$ cat src/rtl/hazard_ctrl.sv
// Pipeline hazard controller: Mealy stall/flush controls for the 5-stage core,
// data-memory wait timeout FSM and stall/flush performance counters.
module hazard_ctrl #(
   parameter int TIMEOUT_CYCLES = 256,
   parameter int CNT_W          = 32
) (
   input  logic             clk,
   input  logic             rst,
   input  logic [4:0]       id_rs1,
   input  logic [4:0]       id_rs2,
   input  logic             id_use_rs1,
   input  logic             id_use_rs2,
   input  logic [4:0]       ex_rd,
   input  logic             ex_mem_read,
   input  logic             ex_branch_taken,
   input  logic             im_wait,
   input  logic             dm_wait,
   output logic             pc_stall,
   output logic             IF_ID_Hazard,
   output logic             IF_ID_flush,
   output logic             ID_EX_stall,
   output logic             ID_EX_flush,
   output logic             EX_MEM_stall,
   output logic             MEM_WB_flush,
   output logic             mem_timeout,
   output logic [CNT_W-1:0] stall_cnt,
   output logic [CNT_W-1:0] flush_cnt
);
   localparam int WC_RAW = $clog2(TIMEOUT_CYCLES + 1);
   localparam int WC_W   = (WC_RAW > 8) ? WC_RAW : 8;

   typedef enum logic [1:0] {RUN, MEM_WAIT, ERROR} state_t;

   state_t          state, state_nxt;
   logic [WC_W-1:0] wait_cnt;
   logic            load_use;
   logic            flush_evt;

   assign load_use = ex_mem_read && (ex_rd != 5'd0) &&
                     ((id_use_rs1 && (id_rs1 == ex_rd)) || (id_use_rs2 && (id_rs2 == ex_rd)));

   always_ff @(posedge clk or negedge rst) begin
      if (!rst) state <= RUN;
      else      state <= state_nxt;
   end

   always_comb begin
      state_nxt = state;
      case (state)
         RUN:      if (dm_wait) state_nxt = MEM_WAIT;
         MEM_WAIT: begin
            if (!dm_wait)                                    state_nxt = RUN;
            else if (wait_cnt == WC_W'(TIMEOUT_CYCLES - 1)) state_nxt = ERROR;
         end
         ERROR:    state_nxt = ERROR;
         default:  state_nxt = RUN;
      endcase
   end

   // Controls are gated by rst so they drop the instant reset asserts.
   always_comb begin
      pc_stall     = 1'b0;
      IF_ID_Hazard = 1'b0;
      IF_ID_flush  = 1'b0;
      ID_EX_stall  = 1'b0;
      ID_EX_flush  = 1'b0;
      EX_MEM_stall = 1'b0;
      MEM_WB_flush = 1'b0;
      flush_evt    = 1'b0;
      if (rst) begin
         if (state == ERROR || dm_wait) begin
            pc_stall     = 1'b1;
            IF_ID_Hazard = 1'b1;
            ID_EX_stall  = 1'b1;
            EX_MEM_stall = 1'b1;
            MEM_WB_flush = 1'b1;
         end else if (ex_branch_taken) begin
            IF_ID_flush  = 1'b1;
            ID_EX_flush  = 1'b1;
            flush_evt    = 1'b1;
         end else if (load_use) begin
            pc_stall     = 1'b1;
            IF_ID_Hazard = 1'b1;
            ID_EX_flush  = 1'b1;
         end else if (im_wait) begin
            pc_stall     = 1'b1;
            IF_ID_flush  = 1'b1;
         end
      end
   end

   always_ff @(posedge clk or negedge rst) begin
      if (!rst) begin
         wait_cnt    <= '0;
         mem_timeout <= 1'b0;
         stall_cnt   <= '0;
         flush_cnt   <= '0;
      end else begin
         case (state)
            RUN:      wait_cnt <= dm_wait ? WC_W'(1) : '0;
            MEM_WAIT: wait_cnt <= dm_wait ? wait_cnt + 1'b1 : '0;
            default:  wait_cnt <= wait_cnt;
         endcase
         if (state_nxt == ERROR) mem_timeout <= 1'b1;
         if (state != ERROR) begin
            if (pc_stall)  stall_cnt <= stall_cnt + 1'b1;
            if (flush_evt) flush_cnt <= flush_cnt + 1'b1;
         end
      end
   end
endmodule

$ cat config.mk
export PLATFORM = sky130hd
export DESIGN_NAME = hazard_ctrl
export DESIGN_NICKNAME = d
export VERILOG_FILES = /design/src/rtl/hazard_ctrl.sv
export SDC_FILE = /design/constraint.sdc
export NUM_CORES = 1
export LEC_CHECK = 0
export BUFFER_PORTS_ARGS = -buffer_cell sky130_fd_sc_hd__buf_2
export CORE_MARGIN = 5
export CORE_UTILIZATION = 30
export DETAILED_ROUTE_END_ITERATION = 8
export HOLD_SLACK_MARGIN = 0.12
export PLACE_DENSITY = 0.51
export SYNTH_ARGS = -nofsm -noshare
export SYNTH_HDL_FRONTEND = slang
export SYNTH_SLANG_ARGS = --single-unit
$ cat constraint.sdc
create_clock -name clk -period 2.05 [get_ports clk]
set_input_delay 0.3075 -clock clk [delete_from_list [all_inputs] [get_ports clk]]
set_output_delay 0.3075 -clock clk [all_outputs]
set_load 0.05 [all_outputs]
==> results of run 1 <==
## power by group through the flow
stage                     sequential, mW  clock [mW]  combinational [mW]
after floorplan                     2.36           0               0.330
after global routing                1.88        1.86                1.26
after detailed placement            1.88           0                1.17
after CTS                           1.85        1.82                1.20
after global placement              1.87           0                1.16
final                               1.85        1.77                1.19
## metrics by stage
step / hold WS (ns) / worst slack [ns] / power (mW)
detailed placement: 0.126 / -0.0306 / 3.05
global placement: 0.124 / 0.0882 / 3.04
CTS: 0.204 / 0.0655 / 4.87
floorplan: 0.0119 / -0.0397 / 2.69
global route: 0.254 / 0.00328 / 5.01
finish: 0.179 / 0.0758 / 4.81
## area by class of cell
| cell class | instances | area (um2) | area share [%] |
|---|---|---|---|
| multi-input combinational | 277 | 1930 | 37.6 |
| sequential | 76 | 1910 | 37.2 |
| timing repair buffer | 118 | 721 | 14.0 |
| clock buffer | 10 | 239 | 4.66 |
| tap | 172 | 215 | 4.19 |
| clock inverter | 6 | 93.8 | 1.83 |
| inverter | 7 | 26.3 | 0.512 |
## flip-flops by register name (all words and copies together), names as in the netlist
name and cells:
flush_cnt 32, mem_timeout 1, stall_cnt 32, state 2, wait_cnt 9
## metal layers
metal	routed length [um]	up-vias	share of wire [%]
li1	-	1542	-
met1	4520	1560	48
met2	4410	64	47
met3	393	11	4.1
met4	155	0	1.6
met5	0	-	0
## worst max-delay path, delay by kind of cell
kind	cells	cell delay, ns
compound gates	2	0.31
buf+inv	2	0.38
simple gates	3	0.67
## synthesized netlist by cell type, drive strengths merged, types with 2 or more instances
library cell / count / area (um2)
dfrtp: 76 / 1900
xor2: 44 / 385
nand3: 33 / 190
nand2: 32 / 120
xnor2: 30 / 263
a21oi: 24 / 124
nand4: 18 / 128
nor2: 16 / 60.1
and3: 15 / 93.8
o21ai: 13 / 65.1
buf: 12 / 93.8
a211oi: 7 / 52.6
inv: 7 / 26.3
nand2b: 7 / 43.8
nor3: 6 / 40.0
and4: 5 / 46.3
clkbuf: 5 / 18.8
ha: 4 / 50.1
nor2b: 4 / 27.5
a2111oi: 3 / 45.0
mux2: 2 / 22.5
nand3b: 2 / 15.0
nor4: 2 / 27.5
## kinds of logic after synthesis
kind of cell / Yosys count / share of synthesized area, %
simple gates: 145 / 21.5
flops: 76 / 48.3
xor+xnor: 74 / 16.5
compound gates: 52 / 8.33
buf+inv: 24 / 3.53
fa+ha+maj: 4 / 1.27
mux: 2 / 0.572
## worst paths after layout
check | startpoint | to | slack (ns) | cells past startpoint
min | rst | stall_cnt[18] | 0.18 | 2
min reg2reg | flush_cnt[31] | flush_cnt[31] | 0.47 | 1
max in group asynchronous | rst | flush_cnt[12] | 1.16 | 3
min in group clk | dm_wait | state[0] | 0.27 | 3
max | ex_rd[1] | IF_ID_flush | 0.08 | 7
max reg2reg | state[0] | stall_cnt[1] | 0.13 | 8
## placed cells by master (no fill, tap or decap), types with 2 or more instances in the layout
cell type and count:
nand2b_1 7, xor2_1 44, clkbuf_16 9, nand3_1 31, xnor2_1 30, a211oi_1 7
a21oi_1 23, nor3_1 4, nand4_1 17, a2111oi_2 3, nand3b_1 2, buf_12 3
mux2_2 2, dfrtp_1 72, nor2_2 2, buf_4 21, o21ai_0 13, dfrtp_2 4
buf_2 92, and3_1 15, nor2b_1 2, inv_6 2, ha_1 4, bufinv_16 2
nand2_1 31, inv_1 7, and4_1 4, nand3_4 2, nor2_1 14
## repair_timing
action / in CTS / in global routing
hold endpoints to repair: 21 / 0
setup buffers: 2 / 2
endpoints found under the setup margin: 1 / 1
pin swaps: 1 / 1
hold buffers: 1 / 0
resized for setup: 4 / 1
gates cloned: 1 / 0
==> results.sh, run 1 <==
export IMPL_num_vias=3177
export IMPL_cp_cell_sequence="buf_2 > or4_1 > o21a_1 > nand2_1 > a21oi_1 > nor2_2 > buf_2"
export IMPL_stdcell_count=666
export IMPL_setup_tns_ns=0
export IMPL_finalCriticalPeriod_ns=1.97
export IMPL_tightest_slew_ns=0.709
export IMPL_place_congestion=0.793
export IMPL_slowest_stage="or4_1"
export IMPL_grtUsageTotal_pct=12.5
export IMPL_die_h_um=125
export IMPL_syn_to_final_growth_pct=30.4
export IMPL_intPower_mw=3.08
export IMPL_final_area_um2=5130
export IMPL_worstSetupStartpointType="input pin"
export IMPL_worstPathMaxFanout=3
export IMPL_critical_path_most_common_cell="buf_2"
export IMPL_syn_instance_count=377
export IMPL_start_util_pct=30.9
export IMPL_grt_pass1_vias=3134
export IMPL_grt_util_met1_pct=16.6
export IMPL_rsz0062_at_grt="false"
export IMPL_ys_flop_type="dfrtp_1"
export IMPL_power_density_nw_per_um2=937
export IMPL_period_share_pct=96.3
export IMPL_grt_overflow_total=0
export IMPL_cts_root_buf="clkbuf_16"
export IMPL_avgRoutedWirePerCell_um=14.2
export IMPL_cts_sinks=76
export IMPL_antenna_found_initial=0
export IMPL_arrival_ns=1.67
export IMPL_clock_power_share_pct=36.8
export IMPL_synth_edff_count=0
export IMPL_path_class="input pin to output port"
export IMPL_dpl_cell_area_um2=4700
export IMPL_run_status="completed"
export IMPL_synth_cell_types=42
export IMPL_yosysWarnings=0
export IMPL_place_inst=644
export IMPL_nFillCells=1274
export IMPL_hold_path_class="input pin to asynchronous set/reset pin"
export IMPL_grt_pass1_wl_um=15900
export IMPL_die_w_um=125
export IMPL_p_sw_mw=1.73
export IMPL_slew_headroom_pct=52.7
export IMPL_row_count=41
export IMPL_p_comb_share_pct=24.7
export IMPL_cts_buffers=9
export IMPL_avgSynthCellArea_um2=10.4
export IMPL_diodes=0
export IMPL_via_per_inst=4.77
export IMPL_sw_frac_of_total_pct=35.9
export IMPL_busiest_layer="met2"
export IMPL_cts_tree="built"
export IMPL_p_seq_share_pct=38.5
export IMPL_skew_ns=0.00821
export IMPL_drc_errors=0
export IMPL_path_clk_slew_ns=0.06
export IMPL_dieArea_um2=15500
export IMPL_async_flop_share_pct=100
export IMPL_maxCapViolCount=0
export IMPL_finalSetupViolations=0
export IMPL_synth_fp_nets=404
export IMPL_drtIter0Drc=191
export IMPL_hold_viol=0
export IMPL_synth_seq_cells=76
export IMPL_core_area_um2=12700
export IMPL_layout_drive_gt1_share_pct=32.4
export IMPL_finalWirelength_um=9480
export IMPL_clock_latency_ns=0.34
export IMPL_io_buffers=94
export IMPL_first_pass_iters=4
export IMPL_seq_area_frac_synth_pct=48.3
export IMPL_grt_util_met3_pct=3.64
export IMPL_fmax_mhz=507
export IMPL_ant_nets=0
export IMPL_worstPathRequired_ns=1.74
export IMPL_cp_end_kind="output port"
export IMPL_synth_area_um2=3940
export IMPL_final_max_slew_viol_count=0
export IMPL_dp_hpwl_um=6820
export IMPL_io_pins=95
export IMPL_use_met2_pct=19.3
export IMPL_final_core_util_pct=40.3
export IMPL_ctsHtreeMaxLevel=3
export IMPL_peakVddDrop_v=0.000677
export IMPL_fin_nets=516
export IMPL_power_leakage_nw=2.50
export IMPL_clk_path_buf_depth=2
export IMPL_grt_max_degree=56
export IMPL_crit_path_max_incr_delay_ns=0.52
Power figures use the tool's default switching activity.
==> inputs of run 2 (changes only) <==
--- a/config.mk
+++ b/config.mk
@@ -6,7 +6,7 @@
 export NUM_CORES = 1
 export LEC_CHECK = 0
 export BUFFER_PORTS_ARGS = -buffer_cell sky130_fd_sc_hd__buf_2
-export CORE_MARGIN = 5
+export CORE_MARGIN = 8
 export CORE_UTILIZATION = 30
 export DETAILED_ROUTE_END_ITERATION = 8
 export HOLD_SLACK_MARGIN = 0.12
==> results.sh, run 2 (same netlist as run 1, synthesis figures left out) <==
export IMPL_reg2reg_from="wait_cnt[0]"
export IMPL_maxCapViolCount=0
export IMPL_path_class="input pin to output port"
export IMPL_cp_cell_sequence="buf_2 > or4_1 > o21a_1 > nand2_1 > a21oi_1 > nor2_2 > buf_2"
export IMPL_io_pins=95
export IMPL_drtIter0Drc=129
export IMPL_drc_errors=0
export IMPL_dieArea_um2=17000
export IMPL_cp_num_buf_inv=2
export IMPL_ant_nets=0
export IMPL_fin_ws_ns=0.0739
export IMPL_power_leakage_nw=2.50
export IMPL_place_congestion=0.748
export IMPL_period_share_pct=96.4
export IMPL_startpoint="ex_rd[1]"
export IMPL_dp_slack_ns=-0.201
export IMPL_skew_ns=0.00725
export IMPL_final_max_slew_viol_count=0
export IMPL_rr_worst_depth=7
export IMPL_cts_root_buf="clkbuf_16"
export IMPL_diodes=0
export IMPL_die_w_um=131
export IMPL_sw_frac_of_total_pct=35.9
export IMPL_path_clk_slew_ns=0.06
export IMPL_rsz0062_at_grt="false"
export IMPL_p_comb_share_pct=25.8
export IMPL_first_pass_iters=4
export IMPL_grt_pass1_wl_um=16000
export IMPL_finalCriticalPeriod_ns=1.98
export IMPL_p_seq_share_pct=40.0
export IMPL_finalSetupViolations=0
export IMPL_dpl_cell_area_um2=4700
export IMPL_arrival_ns=1.67
export IMPL_io_buffers=94
export IMPL_cp_end_kind="output port"
export IMPL_avgRoutedWirePerCell_um=15.0
export IMPL_intPower_mw=2.98
export IMPL_clk_path_buf_depth=2
export IMPL_cts_tree="built"
export IMPL_worstPathRequired_ns=1.74
export IMPL_run_status="completed"
export IMPL_via_per_inst=4.68
export IMPL_layout_commonest_cell="buf_2"
export IMPL_antenna_found_initial=0
export IMPL_p_sw_mw=1.67
export IMPL_peakVddDrop_v=0.000889
export IMPL_clock_latency_ns=0.33
export IMPL_critical_path_most_common_cell="buf_2"
export IMPL_final_core_util_pct=39.4
export IMPL_grtUsageTotal_pct=12.0
export IMPL_fin_nets=520
export IMPL_final_area_um2=5140
export IMPL_grt_overflow_total=0
export IMPL_grt_pass1_vias=3118
export IMPL_syn_to_final_growth_pct=30.6
export IMPL_row_count=42
export IMPL_path_delay_family="simple AND/OR/NAND/NOR gates"
export IMPL_ff2ff_setup_slack_ns=0.17
export IMPL_grt_max_degree=46
export IMPL_num_vias=3150
export IMPL_hold_viol=0
export IMPL_worstPathMaxFanout=3
export IMPL_reg_largest_list="flush_cnt x32, stall_cnt x32, wait_cnt x9"
export IMPL_start_util_pct=30.2
export IMPL_finalWirelength_um=10100
export IMPL_crit_path_max_incr_delay_ns=0.52
export IMPL_ctsHtreeMaxLevel=3
export IMPL_slew_headroom_pct=60.6
export IMPL_slowest_stage="or4_1"
export IMPL_core_area_um2=13000
export IMPL_fmax_mhz=506
export IMPL_dp_hpwl_um=7130
export IMPL_layout_drive_gt1_share_pct=32.6
export IMPL_cts_sinks=76
export IMPL_hold_path_class="input pin to asynchronous set/reset pin"
export IMPL_tightest_slew_ns=0.591
export IMPL_die_h_um=131
export IMPL_clock_power_share_pct=34.3
export IMPL_nFillCells=1341
export IMPL_r2r_end="mem_timeout"
export IMPL_cts_buffers=9
export IMPL_power_density_nw_per_um2=905
export IMPL_worstSetupStartpointType="input pin"
export IMPL_final_cell_mix="buf_2, dfrtp_1, xor2_1"
run 2: how the worst max path moves through the flow:
stage | to | slack [ns] | cells after the start
finish | IF_ID_flush | 0.07 | 7
global route | pc_stall | 0.007 | 7
CTS | flush_cnt[20] | 0.007 | 7
detailed placement | stall_cnt[1] | -0.20 | 7
global placement | stall_cnt[1] | -0.13 | 7
floorplan | pc_stall | -0.04 | 8
run 2: power groups by stage:
stage	clock network, mW	registers (mW)	logic, mW
2_1_floorplan	0	2.36	0.330
3_3_place_gp	0	1.88	1.18
3_5_place_dp	0	1.89	1.19
5_1_grt	1.72	1.89	1.28
4_1_cts	1.65	1.86	1.20
6_report	1.59	1.86	1.20
run 2: what timing repair did:
| action | 4_1_cts | 5_1_grt |
|---|---|---|
| pin swaps | 0 | 0 |
| hold endpoints to repair | 31 | 0 |
| hold buffers | 2 | 0 |
| setup endpoints to repair | 18 | 12 |
| buffers inserted | 1 | 6 |
| cloned | 0 | 1 |
| resized for setup | 4 | 4 |
run 2: area by class of cell:
class	instances	area [um2]	area share (%)
clock inverters	2	35.0	0.682
multi-input cells	277	1950	37.9
flip-flops and latches	76	1910	37.1
repair buffers	122	743	14.5
inverters	7	26.3	0.511
clock buffers	13	260	5.06
well taps	176	220	4.28
run 2: per-layer routing:
metal | vias to the layer above | global-route usage (%) | wire length, um
met1 | 1548 | 14.5 | 4460
met4 | 0 | 3.31 | 108
li1 | 1540 | - | -
met5 | - | 0 | 0
met3 | 7 | 4.18 | 516
met2 | 55 | 19.8 | 5020
run 2: per-stage QoR:
stage	total power, mW	hold slack [ns]	instances	TNS [ns]
final	4.65	0.127	673	0
after global routing	4.88	0.170	673	0
after CTS	4.71	0.124	666	0
after detailed placement	3.07	0.413	648	-0.736
after global placement	3.06	0.410	648	-0.270
after floorplan	2.69	0.0119	377	-0.0397
run 2: worst register-to-register path: stages, from the launching register on:
cell and delay [ns]:
dfrtp_1 0.41, ha_1 0.24, and3_1 0.23, and3_1 0.20, ha_1 0.19, nand2_1 0.05
o21ai_0 0.14, or2_2 0.31
